### src/rtl/bist_pkg.sv
`default_nettype none
// ============================================================================
//  Module      : bist_pkg
//  Description : Shared types and default sizes for the BIST controller.
//                Holds the session state encoding, the signature and
//                pattern-counter widths, and the default pattern count
//                (2^4-1, the maximal period of the 4-bit LFSR TPG).
//  Revision    : 1.0 - initial release
// ============================================================================
package bist_pkg;

    localparam int SIG_W_DEF         = 4;
    localparam int CNT_W_DEF         = 4;
    localparam int PATTERN_COUNT_DEF = (1 << CNT_W_DEF) - 1;

    typedef enum logic [2:0] {
        ST_IDLE    = 3'd0,
        ST_INIT    = 3'd1,
        ST_RUN     = 3'd2,
        ST_FLUSH   = 3'd3,
        ST_COMPARE = 3'd4,
        ST_DONE    = 3'd5
    } state_t;

endpackage : bist_pkg
`default_nettype wire

### src/rtl/bist_if.sv
`default_nettype none
// ============================================================================
//  Module      : bist_if
//  Description : Control/status bundle between the BIST controller and the
//                surrounding TPG/CUT/ORA top level.
//                slave  : controller side (start/abort/golden/signature in,
//                         tm/bist_init/status/result out)
//                master : top-level / requester side (mirror image)
//  Revision    : 1.0 - initial release
// ============================================================================
interface bist_if #(
    parameter int SIG_W = bist_pkg::SIG_W_DEF,
    parameter int CNT_W = bist_pkg::CNT_W_DEF
);
    logic             start;
    logic             abort;
    logic [SIG_W-1:0] golden;
    logic [SIG_W-1:0] signature;
    logic             tm;
    logic             bist_init;
    logic             busy;
    logic             done;
    logic             pass;
    logic             fail;
    logic [SIG_W-1:0] sig_latched;
    logic [CNT_W-1:0] pattern_idx;

    modport slave (
        input  start, abort, golden, signature,
        output tm, bist_init, busy, done, pass, fail, sig_latched, pattern_idx
    );

    modport master (
        output start, abort, golden, signature,
        input  tm, bist_init, busy, done, pass, fail, sig_latched, pattern_idx
    );
endinterface : bist_if
`default_nettype wire

### src/rtl/bist_controller.sv
`default_nettype none
// ============================================================================
//  Module      : bist_controller
//  Description : Sequences one BIST session: INIT (re-initialise TPG/ORA),
//                RUN (PATTERN_COUNT patterns with tm=1), FLUSH (ORA captures
//                the last response), COMPARE (latch signature, compare with
//                golden), DONE (hold result until the next start).
//  Ports       : clk  - system clock, rising edge
//                rst  - synchronous active-high reset
//                bus  - bist_if.slave: start/abort/golden/signature in;
//                       tm/bist_init/busy/done/pass/fail/sig_latched/
//                       pattern_idx out
//  Revision    : 1.0 - initial release
// ============================================================================
module bist_controller
    import bist_pkg::*;
#(
    parameter int PATTERN_COUNT = PATTERN_COUNT_DEF,
    parameter int SIG_W         = SIG_W_DEF,
    parameter int CNT_W         = CNT_W_DEF
) (
    input  wire    clk,
    input  wire    rst,
    bist_if.slave  bus
);

    localparam logic [CNT_W-1:0] c_last_idx = CNT_W'(PATTERN_COUNT - 1);

    state_t           r_state;
    state_t           w_next;
    logic [CNT_W-1:0] r_cnt;
    logic             r_pass;
    logic             r_fail;
    logic [SIG_W-1:0] r_sig;

    logic             w_tm;
    logic             w_init;
    logic             w_busy;
    logic             w_done;
    logic             w_clear;

    // ------------------------------------------------------------------
    // State register
    // ------------------------------------------------------------------
    always_ff @(posedge clk) begin
        if (rst) begin
            r_state <= ST_IDLE;
        end else begin
            r_state <= w_next;
        end
    end

    // ------------------------------------------------------------------
    // Next state and state-decoded outputs. abort is only honoured in the
    // busy states and overrides every busy-state transition.
    // ------------------------------------------------------------------
    always_comb begin
        w_next = r_state;
        w_tm   = 1'b0;
        w_init = 1'b0;
        w_busy = 1'b0;
        w_done = 1'b0;
        unique case (r_state)
            ST_IDLE: begin
                if (bus.start) w_next = ST_INIT;
            end
            ST_INIT: begin
                w_init = 1'b1;
                w_busy = 1'b1;
                w_next = bus.abort ? ST_IDLE : ST_RUN;
            end
            ST_RUN: begin
                w_tm   = 1'b1;
                w_busy = 1'b1;
                if (bus.abort)                 w_next = ST_IDLE;
                else if (r_cnt == c_last_idx)  w_next = ST_FLUSH;
            end
            ST_FLUSH: begin
                w_tm   = 1'b1;
                w_busy = 1'b1;
                w_next = bus.abort ? ST_IDLE : ST_COMPARE;
            end
            ST_COMPARE: begin
                w_busy = 1'b1;
                w_next = bus.abort ? ST_IDLE : ST_DONE;
            end
            ST_DONE: begin
                w_done = 1'b1;
                if (bus.start) w_next = ST_INIT;
            end
            default: begin
                w_next = ST_IDLE;
            end
        endcase
    end

    // ------------------------------------------------------------------
    // Pattern counter: counts only while staying in RUN, so it reads 0 on
    // RUN entry and never carries the terminal value out of RUN.
    // ------------------------------------------------------------------
    always_ff @(posedge clk) begin
        if (rst) begin
            r_cnt <= '0;
        end else if (r_state == ST_RUN && w_next == ST_RUN) begin
            r_cnt <= r_cnt + 1'b1;
        end else begin
            r_cnt <= '0;
        end
    end

    // ------------------------------------------------------------------
    // Result registers: stale results are wiped when a new session starts
    // or a running one is aborted; an abort during COMPARE wins over the
    // latch.
    // ------------------------------------------------------------------
    assign w_clear = (w_next == ST_INIT) || (w_busy && bus.abort);

    always_ff @(posedge clk) begin
        if (rst || w_clear) begin
            r_pass <= 1'b0;
            r_fail <= 1'b0;
            r_sig  <= '0;
        end else if (r_state == ST_COMPARE) begin
            r_sig  <= bus.signature;
            r_pass <= (bus.signature == bus.golden);
            r_fail <= (bus.signature != bus.golden);
        end
    end

    assign bus.tm          = w_tm;
    assign bus.bist_init   = w_init;
    assign bus.busy        = w_busy;
    assign bus.done        = w_done;
    assign bus.pass        = r_pass;
    assign bus.fail        = r_fail;
    assign bus.sig_latched = r_sig;
    assign bus.pattern_idx = (r_state == ST_RUN) ? r_cnt : '0;

endmodule : bist_controller
`default_nettype wire
### src/flat_wrapper.sv
// flat-port wrapper written by rule: the top's interface ports become plain ports
module bist_controller_flat import bist_pkg::*;
#(
    parameter int PATTERN_COUNT = PATTERN_COUNT_DEF,
    parameter int SIG_W         = SIG_W_DEF,
    parameter int CNT_W         = CNT_W_DEF
)
  (clk, rst, bus_start, bus_abort, bus_golden, bus_signature, bus_tm, bus_bist_init, bus_busy, bus_done, bus_pass, bus_fail, bus_sig_latched, bus_pattern_idx);
  bist_if #(.SIG_W(SIG_W), .CNT_W(CNT_W)) bus_i ();
  input  wire clk;
  input  wire rst;
  input wire logic [$bits(bus_i.start)-1:0] bus_start;
  input wire logic [$bits(bus_i.abort)-1:0] bus_abort;
  input wire logic [$bits(bus_i.golden)-1:0] bus_golden;
  input wire logic [$bits(bus_i.signature)-1:0] bus_signature;
  output wire logic [$bits(bus_i.tm)-1:0] bus_tm;
  output wire logic [$bits(bus_i.bist_init)-1:0] bus_bist_init;
  output wire logic [$bits(bus_i.busy)-1:0] bus_busy;
  output wire logic [$bits(bus_i.done)-1:0] bus_done;
  output wire logic [$bits(bus_i.pass)-1:0] bus_pass;
  output wire logic [$bits(bus_i.fail)-1:0] bus_fail;
  output wire logic [$bits(bus_i.sig_latched)-1:0] bus_sig_latched;
  output wire logic [$bits(bus_i.pattern_idx)-1:0] bus_pattern_idx;
  assign bus_i.start = bus_start;
  assign bus_i.abort = bus_abort;
  assign bus_i.golden = bus_golden;
  assign bus_i.signature = bus_signature;
  assign bus_tm = bus_i.tm;
  assign bus_bist_init = bus_i.bist_init;
  assign bus_busy = bus_i.busy;
  assign bus_done = bus_i.done;
  assign bus_pass = bus_i.pass;
  assign bus_fail = bus_i.fail;
  assign bus_sig_latched = bus_i.sig_latched;
  assign bus_pattern_idx = bus_i.pattern_idx;
  bist_controller #(.PATTERN_COUNT(PATTERN_COUNT), .SIG_W(SIG_W), .CNT_W(CNT_W)) u_core (.clk(clk), .rst(rst), .bus(bus_i));
endmodule
### config.mk
export PLATFORM = sky130hd
export DESIGN_NAME = bist_controller_flat
export DESIGN_NICKNAME = d
export VERILOG_FILES = /design/src/rtl/bist_pkg.sv /design/src/rtl/bist_if.sv /design/src/rtl/bist_controller.sv /design/src/flat_wrapper.sv
export SDC_FILE = /design/constraint.sdc
export NUM_CORES = 1
export LEC_CHECK = 0
export CELL_PAD_IN_SITES_DETAIL_PLACEMENT = 0
export CELL_PAD_IN_SITES_GLOBAL_PLACEMENT = 1
export CORE_MARGIN = 4
export CORE_UTILIZATION = 34
export DETAILED_ROUTE_END_ITERATION = 8
export GPL_ROUTABILITY_DRIVEN = 0
export PLACE_DENSITY = 0.84
export SYNTH_ARGS = -nofsm -noshare
export SYNTH_HDL_FRONTEND = slang
export SYNTH_SLANG_ARGS = --single-unit
export TNS_END_PERCENT = 10
### constraint.sdc
create_clock -name clk -period 2.3 [get_ports clk]
set_clock_uncertainty 0.2 [all_clocks]
set_input_delay 0.46 -clock clk [delete_from_list [all_inputs] [get_ports clk]]
set_output_delay 0.46 -clock clk [all_outputs]
set_load 0.02 [all_outputs]
==> metrics.md, run 1 <==
| Metric | Value |
|---|---|
| Met2 Track Usage GR | `18.9%` |
| Area of the mapped netlist | `between 700 and 800 µm²` |
| Setup repair bufs after CTS | `0` |
| # IOs | `26` |
| Part of the Yosys area used for sequential elements | `35.4%` |
| Fin crit share | `~91%` |
| Core Footprint | `2000 µm²` |
| Design area | `1040 µm²` |
| Post-synth EDFFs | `0` |
| Die Area | `2970 µm²` |
| Syn Nets | `a little over 90` |
| Leakage | `0.444 nW` |
| Area grow syn2layout | `41.7%` |
| Crit Path Class | `register to output port` |
| Met1 Use GR | `a little over an eighth` |
| Multi-input logic area | `approximately 440 µm²` |
| WL per Instance | `11.0 µm` |
| Slew HR | `79.7%` |
| GRT busiest layer | `met2` |
| RSZ-0062 raised after global routing | `no` |
| Initial antenna violation count | `0` |
| PD cells | `416 nW/µm²` |
| Synth cell count leaders | `dfxtp_1, nor2_1, and2_1` |
| Status | `completed` |
| Bufs on Longest Clock Path | `2` |
| Cell taking the most area after synthesis | `dfxtp_1` |
| Worst-path fanout max | `7` |
| GR Util met3 | `~3%` |
| Site Rows | `16` |
| Die height | `54.5 µm` |
| Setup crit start kind | `register` |
| ANT nets after route | `0` |
| Worst Hold Class | `register to register` |
| Synth Instances | `79` |
| Top-area cell type share of the netlist area | `35.4%` |
| Max Freq | `477 MHz` |
| Largest net degree at the start of global routing | `11` |
| Die W | `54.5 µm` |
| Hold Buf Count CTS | `0` |
| Post-synth cell types | `34` |
| TNS Setup | `0 ns` |
| IO Port Bufs | `25` |
| Htree depth | `1` |
| Layout cells sized above 1 | `13.0%` |
| Clk root buf | `clkbuf_4` |
| Total Nets Final | `roughly 120` |
| WP data arrival | `approximately 1.4 ns` |
| Dpl cell area | `slightly above 1000 µm²` |
| CTS tree | `done` |
| Max_cap viols | `0` |
| Synth Warn # | `0` |
| Resized Gates After CTS | `8` |
| Overflow after GRT | `0` |
| Final min period | `around 2.1 ns` |
| Ant. Diodes | `0` |
| First-pass GRT wire length | `2440 µm` |
| Most frequent cell after synthesis | `dfxtp_1` |
| Final hold violation count | `0` |
| Worst Tran Pin Value | `0.305 ns` |
| CTS clock-pin slew for the worst setup and hold paths | `0.08 ns` |
| Most used DFF post-synth | `dfxtp_1` |
| Flip-flop and latch area | `between 200 and 300 µm²` |
| Slew Limit Fails | `0` |
| Vias in the first global route | `601` |
| Mean Syn Cell Area | `between 9 and 10 µm²` |
| DP HPWL | `1210 µm` |
| Routed wire length | `1490 µm` |
| Fillers | `193` |
| CP required | `1.64 ns` |
| Starting Density | `36.8%` |
| CTS Buf Count | `3` |
| Worst vdd ir | `343 µV` |
| Nature of the critical path endpoint | `output port` |
| Residual DRC | `0` |
| Worst-skew pair later-pin latency | `about 0.27 ns` |
| Vias | `between 600 and 700` |
| Total GRT Usage | `11.4%` |
| Endpoints failing setup | `0` |
| Fraction of registers with async set or reset after synthesis | `0%` |
| Top cells by area, synth | `dfxtp_1, nor2_1, mux2i_1` |
| FF+latch count, synth | `13` |
| Via-to-Cell Ratio | `4.56` |
| Clock sink count | `13` |
| Drt initial violations | `0` |
| Initial DRT Pass Iterations | `1` |
layer usage:
layer  wire, µm  share of wire, %  vias to the layer above
met5          0                 0                        -
met4          0                 0                        0
met3        127               8.6                        0
met2        662                45                       17
met1        695                47                      267
li1           -                 -                      331
critical path: stages, from the launching register on:
cell and delay [ns]:
dfxtp_1 0.31, buf_4 0.16, nor2_1 0.18, xnor2_1 0.16, dlygate4sd2_1 0.36
area by class of cell:
| type | instances | area share (%) |
|---|---|---|
| Clock buffer | 4 | 2.52 |
| Multi-Input combinational cell | 61 | 42.3 |
| Sequential cell | 13 | 25.3 |
| Tap cell | 27 | 3.24 |
| Inverter | 2 | 0.720 |
| Timing Repair Buffer | 28 | 25.9 |
placed cells by master, fill, tap and decap left out, types with 4 or more instances in the layout:
cell type / Yosys / routed
a21oi_1: 4 / 4
nor2_1: 11 / 11
mux2i_1: 4 / 4
dlygate4sd2_1: 0 / 6
and2_1: 5 / 5
dfxtp_1: 13 / 12
clkdlybuf4s50_1: 0 / 17
state kept, by name, indices dropped and copies added, names as in the netlist:
name and cells:
u_core.bus.fail 1, u_core.r_cnt 4, u_core.bus.sig_latched 4, u_core.r_state 3, u_core.bus.pass 1
metrics by stage:
step / setup slack [ns] / total power [W] / cells / utilization [%] / hold WS [ns]
after floorplan: 0.573 / 0.000268 / 79 / - / 0.284
after global placement: 0.170 / 0.000304 / 131 / 50.7 / 0.260
after detailed placement: 0.147 / 0.000305 / 131 / 50.7 / 0.263
after CTS: 0.0459 / 0.000446 / 135 / 51.8 / 0.277
after global routing: 0.0864 / 0.000461 / 135 / 52.1 / 0.309
final: 0.203 / 0.000434 / 135 / 52.1 / 0.272
cell families after synthesis:
kind of cell | count (synthesis) | share of synthesized area (%)
adder cells (fa/ha/maj) | 2 | 3.40
AO/OA/AOI/OAI | 12 | 12.2
flip-flops | 13 | 35.4
buffers and inverters | 5 | 4.76
multiplexers | 5 | 6.97
XOR/XNOR | 5 | 5.95
AND/OR/NAND/NOR | 37 | 31.3
worst paths after layout:
| path | depth (start not counted) | slack (ns) | end | from |
|---|---|---|---|---|
| setup reg to reg | 4 | 0.75 | u_core.bus.fail | u_core.r_state[0] |
| hold reg to reg | 2 | 0.27 | u_core.bus.pass | u_core.bus.pass |
| hold / removal | 2 | 0.27 | u_core.bus.pass | u_core.bus.pass |
| setup / recovery | 4 | 0.20 | bus_busy | u_core.r_state[1] |
power by group:
| part | switching, W | total (W) | internal (W) |
|---|---|---|---|
| Sequential | 0.00000244 | 0.000228 | 0.000226 |
| Combinational | 0.0000305 | 0.0000680 | 0.0000375 |
| Clock | 0.0000708 | 0.000138 | 0.0000670 |
| Total | 0.000104 | 0.000434 | 0.000330 |
No activity file was read; power rests on OpenSTA's default activity.
==> inputs of run 2 (changes only) <==
--- a/config.mk
+++ b/config.mk
@@ -5,12 +5,15 @@
 export SDC_FILE = /design/constraint.sdc
 export NUM_CORES = 1
 export LEC_CHECK = 0
+export CAP_MARGIN = 15
 export CELL_PAD_IN_SITES_DETAIL_PLACEMENT = 0
 export CELL_PAD_IN_SITES_GLOBAL_PLACEMENT = 1
+export CORE_ASPECT_RATIO = 0.75
 export CORE_MARGIN = 4
 export CORE_UTILIZATION = 34
 export DETAILED_ROUTE_END_ITERATION = 8
 export GPL_ROUTABILITY_DRIVEN = 0
+export GPL_TIMING_DRIVEN = 0
 export PLACE_DENSITY = 0.84
 export SYNTH_ARGS = -nofsm -noshare
 export SYNTH_HDL_FRONTEND = slang
==> metrics.md, run 2 (synthesis results as in run 1) <==
| Metric | Value |
|---|---|
| Max_cap viols | `0 (unchanged)` |
| Worst-path fanout max | `8 (was 7)` |
| Worst-skew pair later-pin latency | `0.27 ns (about the same)` |
| Area grow syn2layout | `42.3% (was 41.7%)` |
| Most common cell after layout, fill and taps aside | `clkdlybuf4s50_1 (unchanged)` |
| Worst hold endpoint | `u_core.bus.pass (unchanged)` |
| Die W | `61.7 µm (was 54.5 µm)` |
| Clock sink count | `13 (unchanged)` |
| WL per Instance | `11.4 µm (was 11.0 µm)` |
| Total GRT Usage | `10.6% (was 11.4%)` |
| RSZ-0062 raised after global routing | `no (unchanged)` |
| Max stage delay on crit path | `0.62 ns (was 0.36 ns)` |
| Met2 Track Usage GR | `15.4% (was 18.9%)` |
| Fin crit share | `94.4% (was 91.2%)` |
| Final hold violation count | `0 (unchanged)` |
| Slew Limit Fails | `0 (unchanged)` |
| Commonest non-fill, non-tap cells in the layout | `clkdlybuf4s50_1, dfxtp_1, nor2_1 (unchanged)` |
| Vias | `637 (was 615)` |
| RR Endpoint | `u_core.bus.fail (unchanged)` |
| Endpoints failing setup | `0 (unchanged)` |
| Htree depth | `1 (unchanged)` |
| CTS tree | `done (unchanged)` |
| CTS clock-pin slew for the worst setup and hold paths | `0.08 ns (about the same)` |
| Reg2reg setup slack | `0.83 ns (was 0.75 ns)` |
| Crit Path Class | `register to output port (unchanged)` |
| Hold slack | `0.273 ns (was 0.272 ns)` |
| Status | `completed (unchanged)` |
| WP data arrival | `1.51 ns (was 1.44 ns)` |
| PD cells | `415 nW/µm² (was 416 nW/µm²)` |
| Initial DRT Pass Iterations | `4 (was 1)` |
| Core Footprint | `2030 µm² (was 2000 µm²)` |
| Setup crit start kind | `register (unchanged)` |
| Dpl cell area | `1020 µm² (was 1010 µm²)` |
| Die Area | `2980 µm² (was 2970 µm²)` |
| Top delay family on crit path | `buffers and inverters (unchanged)` |
| Residual DRC | `0 (unchanged)` |
| Worst vdd ir | `470 µV (was 343 µV)` |
| GR Util met3 | `5.56% (was 3.00%)` |
| IO Port Bufs | `25 (unchanged)` |
| Worst Tran Pin Value | `0.241 ns (was 0.305 ns)` |
| Overall power | `0.000434 W (about the same)` |
| First-pass GRT wire length | `2240 µm (was 2440 µm)` |
| DP HPWL | `1160 µm (was 1210 µm)` |
| Overflow after GRT | `0 (unchanged)` |
| Final min period | `2.17 ns (was 2.10 ns)` |
| Ant. Diodes | `0 (unchanged)` |
| GRT busiest layer | `met2 (unchanged)` |
| Clk root buf | `clkbuf_4 (unchanged)` |
| CP bufs+invs | `1 (was 2)` |
| # IOs | `26 (unchanged)` |
| Met1 Use GR | `13.9% (was 13.2%)` |
| Max Freq | `460 MHz (was 477 MHz)` |
| Initial antenna violation count | `0 (unchanged)` |
| Drt initial violations | `19 (was 0)` |
| FF-to-FF path depth | `6 (was 4)` |
| Die height | `48.3 µm (was 54.5 µm)` |
| Site Rows | `14 (was 16)` |
| Vias in the first global route | `507 (was 601)` |
| Routed wire length | `1520 µm (was 1490 µm)` |
| Layout cells sized above 1 | `13.8% (was 13.0%)` |
| Starting Density | `36.2% (was 36.8%)` |
| Via-to-Cell Ratio | `4.79 (was 4.56)` |
| Place WS | `0.0221 ns (was 0.147 ns)` |
| TNS Setup | `0 ns (unchanged)` |
| CP required | `1.64 ns (about the same)` |
| Hold Path Depth | `2 (unchanged)` |
| Bufs on Longest Clock Path | `2 (unchanged)` |
| Leakage | `0.429 nW (was 0.444 nW)` |
| Slew HR | `83.9% (was 79.7%)` |
| Final WS setup | `0.128 ns (was 0.203 ns)` |
| Crit-path cells | `nor2b_1, clkdlybuf4s50_1 (was buf_4, nor2_1, xnor2_1, dlygate4sd2_1)` |
| CTS Buf Count | `3 (unchanged)` |
| Nature of the critical path endpoint | `output port (unchanged)` |
| Critical R2R Launch | `u_core.r_state[2] (was u_core.r_state[0])` |
| Worst Hold Class | `register to register (unchanged)` |
| Largest net degree at the start of global routing | `11 (unchanged)` |
| Design area | `1050 µm² (was 1040 µm²)` |
| Hold Startpoint | `u_core.bus.pass (unchanged)` |
| Total Nets Final | `124 (was 123)` |
| Slowest stage cell, crit path | `clkdlybuf4s50_1 (was dlygate4sd2_1)` |
| ANT nets after route | `0 (unchanged)` |
## run 2: worst min-delay path: cells and delay by family (launching register included)
family          cells  cell delay [ns]
flops               1             0.32
simple gates        1             0.06
compound gates      1             0.05
## run 2: routing by layer
layer,part of all wire (%),vias up,wire (µm)
met3,6.9,2,105
met1,45,286,683
met2,47,15,713
met5,0,-,0
li1,-,334,-
met4,0.86,0,13
## run 2: worst max-delay path by stage
stage	start	depth (start not counted)	slack, ns	end
CTS	u_core.r_state[2]	4	0.009	bus_done
detailed placement	u_core.r_state[1]	3	0.02	bus_pattern_idx[2]
floorplan	u_core.r_state[0]	2	0.57	bus_bist_init
finish	u_core.r_state[1]	2	0.13	bus_tm
global route	u_core.r_state[0]	4	0.01	bus_pattern_idx[2]
global placement	u_core.r_state[1]	3	0.02	bus_pattern_idx[2]
## run 2: area by class of cell
class,instances,area [µm²]
Inverter,2,7.51
Multi-Input combinational cell,61,440
Buffer,3,27.5
Sequential cell,13,262
Fill cell,196,985
Clock buffer,4,26.3
Timing Repair Buffer,26,254
Tap cell,24,30.0
## run 2: report_power, final
group	switching, W	internal [W]	total (W)
clock	0.0000714	0.0000672	0.000139
sequential	0.00000198	0.000227	0.000229
combinational	0.0000302	0.0000366	0.0000669
total	0.000104	0.000331	0.000434
## run 2: what timing repair did
action / CTS / global route
resized for setup: 7 / 2
hold buffers: 0 / 0
setup endpoints to repair: 6 / 2
gates cloned: 0 / 0
buffers inserted: 1 / 0
## run 2: through the flow
| step | cells | utilization (%) |
|---|---|---|
| final | 133 | 51.5 |
| after global routing | 133 | 51.5 |
| after CTS | 133 | 51.4 |
| after detailed placement | 128 | 50.0 |
| after global placement | 128 | 50.0 |
| after floorplan | 79 | - |
==> inputs of run 3 (changes only) <==
--- a/config.mk
+++ b/config.mk
@@ -5,6 +5,7 @@
 export SDC_FILE = /design/constraint.sdc
 export NUM_CORES = 1
 export LEC_CHECK = 0
+export ABC_AREA = 0
 export CAP_MARGIN = 15
 export CELL_PAD_IN_SITES_DETAIL_PLACEMENT = 0
 export CELL_PAD_IN_SITES_GLOBAL_PLACEMENT = 1
==> results of run 3 <==
Same layout as run 2: the final DEF is identical, and so are final timing and power.
